## src/rtl/instr_decode_reg.sv

```systemverilog
// instr_decode_reg: instruction register, one-hot opcode decoder and ALU
// flags register for the i281 multicycle CPU.
// Optional feature macro: INSTR_COUNT_EN. When it is defined, instr_count
// is a 16-bit wrapping count of IR loads. When it is undefined, instr_count
// is tied to zero.
module instr_decode_reg (
    input  logic        clock,
    input  logic        reset_n,
    input  logic [15:0] instr_in,
    input  logic        ir_load,
    input  logic [3:0]  alu_flags,
    input  logic        flags_load,
    output logic [26:0] opcode_out,
    output logic [7:0]  imm_out,
    output logic [3:0]  flags_reg,
    output logic        dec_valid,
    output logic [15:0] instr_count
);

    logic [15:0] r_ir;
    logic [3:0]  r_flags;
    logic        r_valid;
    logic [22:0] w_onehot;

    // Instruction register: captures the code-memory word when the FSM asks.
    always_ff @(posedge clock or negedge reset_n) begin
        if (!reset_n)     r_ir <= 16'h0000;
        else if (ir_load) r_ir <= instr_in;
    end

    // Flags register: sampled by the FSM for branch decisions.
    always_ff @(posedge clock or negedge reset_n) begin
        if (!reset_n)        r_flags <= 4'h0;
        else if (flags_load) r_flags <= alu_flags;
    end

    // Sticky flag: IR holds a real word once any load has happened since reset.
    always_ff @(posedge clock or negedge reset_n) begin
        if (!reset_n)     r_valid <= 1'b0;
        else if (ir_load) r_valid <= 1'b1;
    end

`ifdef INSTR_COUNT_EN
    logic [15:0] r_count;

    // Load counter: wraps naturally at 16 bits.
    always_ff @(posedge clock or negedge reset_n) begin
        if (!reset_n)     r_count <= 16'h0000;
        else if (ir_load) r_count <= r_count + 16'h0001;
    end

    assign instr_count = r_count;
`else
    assign instr_count = 16'h0000;
`endif

    // One-hot decode of the latched opcode. The sub-op bits pick within the
    // input, shift and branch groups. Every opcode value maps to a single bit.
    always_comb begin
        w_onehot = '0;
        case (r_ir[15:12])
            4'h0: w_onehot[0] = 1'b1;
            4'h1: begin
                case (r_ir[9:8])
                    2'b00: w_onehot[1] = 1'b1;
                    2'b01: w_onehot[2] = 1'b1;
                    2'b10: w_onehot[3] = 1'b1;
                    2'b11: w_onehot[4] = 1'b1;
                endcase
            end
            4'h2: w_onehot[5]  = 1'b1;
            4'h3: w_onehot[6]  = 1'b1;
            4'h4: w_onehot[7]  = 1'b1;
            4'h5: w_onehot[8]  = 1'b1;
            4'h6: w_onehot[9]  = 1'b1;
            4'h7: w_onehot[10] = 1'b1;
            4'h8: w_onehot[11] = 1'b1;
            4'h9: w_onehot[12] = 1'b1;
            4'hA: w_onehot[13] = 1'b1;
            4'hB: w_onehot[14] = 1'b1;
            4'hC: begin
                if (r_ir[8]) w_onehot[16] = 1'b1;
                else         w_onehot[15] = 1'b1;
            end
            4'hD: w_onehot[17] = 1'b1;
            4'hE: w_onehot[18] = 1'b1;
            4'hF: begin
                case (r_ir[9:8])
                    2'b00: w_onehot[19] = 1'b1;
                    2'b01: w_onehot[20] = 1'b1;
                    2'b10: w_onehot[21] = 1'b1;
                    2'b11: w_onehot[22] = 1'b1;
                endcase
            end
        endcase
    end

    // RX and RY are passed through for every opcode. The FSM ignores them where they do not apply.
    assign opcode_out  = {r_ir[11:10], r_ir[9:8], w_onehot};
    assign imm_out     = r_ir[7:0];
    assign flags_reg   = r_flags;
    assign dec_valid   = r_valid;

endmodule
```

## config.mk

```make
export PLATFORM = sky130hd
export DESIGN_NAME = instr_decode_reg
export DESIGN_NICKNAME = d
export VERILOG_FILES = /design/src/rtl/instr_decode_reg.sv
export SDC_FILE = /design/constraint.sdc
export NUM_CORES = 1
export LEC_CHECK = 0
export ABC_AREA = 1
export CORE_MARGIN = 4
export CORE_UTILIZATION = 38
export CTS_CLUSTER_SIZE = 16
export DETAILED_ROUTE_END_ITERATION = 6
export PLACE_DENSITY = 0.94
export SYNTH_ARGS = -nofsm -noshare
export SYNTH_HDL_FRONTEND = slang
export SYNTH_SLANG_ARGS = --single-unit
```

## constraint.sdc

```tcl
create_clock -name clock -period 2.3 [get_ports clock]
set_input_delay 0.46 -clock clock [delete_from_list [all_inputs] [get_ports clock]]
set_output_delay 0.46 -clock clock [all_outputs]
set_load 0.005 [all_outputs]
```

# Yosys cells after proc, flatten, opt, wreduce, memory -nomap -nowiden
# Index checks and enable logic that the tools add are counted.
# word_totals
ff_bits,21
latch_bits,0
ram_bits,0
rom_bits,0
input_bits,24
output_inout_bits,56
wordCells,45
memories,0
# op_classes
n_addsub,0
n_mul,0
div,0
magnitude_cmp,0
n_eq_ne,18
shift,0
n_mux,22
n_bitwise,0
n_reduce_logical,2
# op_table
operator,n
$eq A4 B4 Y1 const B,8
$mux W1,19
$eq A4 B3 Y1 const B,4
$eq A4 B2 Y1 const B,2
$mux W4,2
$eq A2 B2 Y1 const B,2
$eq A4 B1 Y1 const B,1
$logic_not A4 Y1,1
$eq A2 B1 Y1 const B,1
$logic_not A2 Y1,1
$mux W2,1

# Longest topological paths before layout
# Gate-level depths: netlist of the first run.
# depth
word_depth,3
depth_mapped,4
depth_no_buf,4

# Worst setup path before layout of the first run
# No wires, ideal clock.
# synth_path
path_kind,reg-to-output
from,register r_ir[13]
to,output opcode_out[1]
arrival_time_ps,748
t_required_ps,1840
setup_slack_ps,1092
path_stages_with_launch,4
path_cell_list,dfrtp_1 > nor2_2 > nand2_2 > nor2_1
# synth_via
elab_chain_len,2
# synth_rtl
item,line,text
start: declaration,20,logic [15:0] r_ir;
start signal: assignment,28,else if (ir_load) r_ir <= instr_in;
$eq A4 B1 Y1,61,case (r_ir[15:12])
$mux W4,61,
end: declaration,13,"output logic [26:0] opcode_out,"
# No other way between the ends.

# Worst setup path after layout of the first run
# layout_path
from,register r_ir[13]
to,output opcode_out[3]
# The elaborated chain is that of the path after synthesis.

==> results.tsv, run 1 <==
metric	value	unit
outcome	completed	
GRT Overall Usage	12.4	%
Avg WL per Cell	9.84	um
area leader, netlist	dfrtp_1	
Initial Utilization	39.4	%
worst hold margin	483	ps
die extent in y	64.0	um
GRT overflow	0	
clock sink total	21	
TritonCTS clock tree	yes	
Buf/Inv on CP	1	
CP top delay family	buffers and inverters	
# DRC	0	
FP Rows	20	
Syn Inst Count	158	
number of DRC markers in iteration 0	30	
post-route antenna net violation count	0	
first-pass GRT wire length	4080	um
Leakage	0.829	nW
CTS root buf	clkbuf_4	
crit path from	r_ir[13]	
TritonRoute pass-1 iters	4	
vias per inst	4.00	
Setup TNS Final	0	ps
Clock Latency Late Sink	300	ps
filler cell count in the final layout	287	
clk_skew	0	ps
CP max-delay cell	clkdlybuf4s50_1	
crit start category	register	
die area	4100	um^2
Worst EP arrival	1630	ps
Max-Cap Viols	0	
Fin. Hold Viols	0	
min-delay worst type	register to register	
Netlist cell types	14	
Ys Warns	0	
H-tree depth	1	
antenna violations before repair	0	
unrepaired setup endpoints after global routing	no	
post-CTS sizing	0	
Peak VDD IR	0.363	mV
final core occ	57.8	%
Largest register FFs	16	
Layout Nets	236	
min-delay src	r_ir[10]	
pin count of the biggest net entering global routing	22	
crit path max fanout	5	
kind of critical path	register to primary output	
Die W	64.0	um
Max Freq	0.479	GHz
DP HPWL	2140	um
Syn-to-layout area delta	46.7	%
layout cell share with drive strength beyond 1	9.48	%
worst r2r src	dec_valid	
Pins Over Slew Limit	0	
critical path required time	1840	ps
n_diodes	0	
Max Root-Sink Buffers	2	
I/O Buffers	63	
TritonCTS buffer count	3	
synth top area cells	dfrtp_1 (44%), buf_4 (19%), nand2_1 (16%)	
vias in the first global route	947	
number of synthesized register bits	21	
Clock transition at path regs	120	ps
postcts setup bufs	0	
Period Utilization, post-route	90.9	%
Setup violations, final	0	
via total after detailed routing	1021	
hold-fix buffers at CTS	0	
post-synthesis sequential area ratio	44.1	%
Crit. End Element	primary output	
CP cell instances	nor2_2, nand2_2, nor2_1, clkdlybuf4s50_1	
gpl congestion	0.734	
core region area	3030	um^2
mapped cell area	1190	um^2
Synth top area share	44.1	%
slowest stage delay, CP	510	ps
P per Cell Area	467	nW/um^2
Min Clock Period, post-route	2090	ps
Top-Level Pins	80	
Total Wirelength	2510	um
syn_area_per_cell	7.55	um^2
## report_power, final
group | internal, mW | leakage, nW | switching [mW]
Sequential | 0.400 | 0.252 | 0.0222
Combinational | 0.124 | 0.563 | 0.0948
Clock | 0.0661 | 0.0139 | 0.109
## cell families (layout without fill, tap and decap cells)
logic type	after synthesis	in the layout	synth area share, %
and+or+nand+nor	81	81	27.8
buffers and inverters	46	84	24.0
DFF	21	21	44.1
AOI/OAI and AO/OA	9	9	3.78
other	1	16	0.314
## synthesized netlist by cell type
library cell,number
nand2_1,51
nor2_2,5
nand2_2,2
inv_1,10
buf_4,30
or2_2,1
dfrtp_1,21
o21ai_1,5
inv_2,5
nor2_1,21
o21ai_0,4
conb_1,1
buf_2,1
nand2_4,1
## worst paths after layout
| kind | to | cells after the start | slack [ps] |
|---|---|---|---|
| setup / recovery | opcode_out[3] | 4 | 210 |
| hold / removal | r_ir[10] | 2 | 480 |
| setup reg to reg | dec_valid | 1 | 1530 |
| hold reg to reg | r_ir[10] | 2 | 480 |
| max in group asynchronous | r_ir[8] | 2 | 1600 |
| min in group asynchronous | r_ir[2] | 2 | 490 |
## cell usage in the layout (no fill, tap or decap)
master and count:
clkdlybuf4s50_1 63, nand2_1 51, nor2_1 21, dfrtp_1 21, conb_1 16, inv_1 10
inv_2 5, nor2_2 5, o21ai_1 5, o21ai_0 4, clkbuf_4 3, nand2_2 2
buf_4 2, nand2_4 1, or2_2 1, clkinvlp_4 1
## cell type report
cell class,count,area (um^2),area share (%)
inverters,15,56.3,3.22
clock buffers,3,22.5,1.29
multi-input cells,106,437,25.0
clock inverters,1,7.51,0.429
well taps,44,55.1,3.15
repair buffers,65,646,36.9
flip-flops and latches,21,526,30.0
## per-stage QoR
| stage | power (mW) | worst slack [ps] | std cells | cell area [um^2] |
|---|---|---|---|---|
| 5_1_grt | 0.873 | 47.8 | 255 | 1750 |
| 4_1_cts | 0.834 | 172 | 255 | 1750 |
| 3_5_place_dp | 0.651 | 537 | 251 | 1720 |
| 6_report | 0.816 | 210 | 255 | 1750 |
| 2_1_floorplan | 0.555 | 1090 | 173 | 1250 |
| 3_3_place_gp | 0.647 | 557 | 251 | 1720 |
## worst min-delay path, cell delays in order (launching register included)
cell     delay, ps
dfrtp_1        360
nand2_1         50
nand2_1         40
## metal layers
layer  vias to the layer above  track usage, %  wire length, um
li1                        530               -                -
met1                       454            13.2              934
met2                        37            23.5             1350
met3                         0            3.69              224
met4                         0            3.23                0
met5                         -               0                0
(Power assumes the default switching activity.)
==> inputs of run 2 (changes only) <==
--- a/config.mk
+++ b/config.mk
@@ -14,3 +14,4 @@
 export SYNTH_ARGS = -nofsm -noshare
 export SYNTH_HDL_FRONTEND = slang
 export SYNTH_SLANG_ARGS = --single-unit
+export TNS_END_PERCENT = 50
==> results of run 2 <==
Final layout, timing and power as in run 1 (identical DEF).
==> inputs of run 3 (changes only) <==
--- a/config.mk
+++ b/config.mk
@@ -8,9 +8,11 @@
 export ABC_AREA = 1
 export CORE_MARGIN = 4
 export CORE_UTILIZATION = 38
+export CTS_CLUSTER_DIAMETER = 200
 export CTS_CLUSTER_SIZE = 16
 export DETAILED_ROUTE_END_ITERATION = 6
 export PLACE_DENSITY = 0.94
+export SLEW_MARGIN = 20
 export SYNTH_ARGS = -nofsm -noshare
 export SYNTH_HDL_FRONTEND = slang
 export SYNTH_SLANG_ARGS = --single-unit
==> results of run 3 <==
Final layout, timing and power as in run 1 (identical DEF).
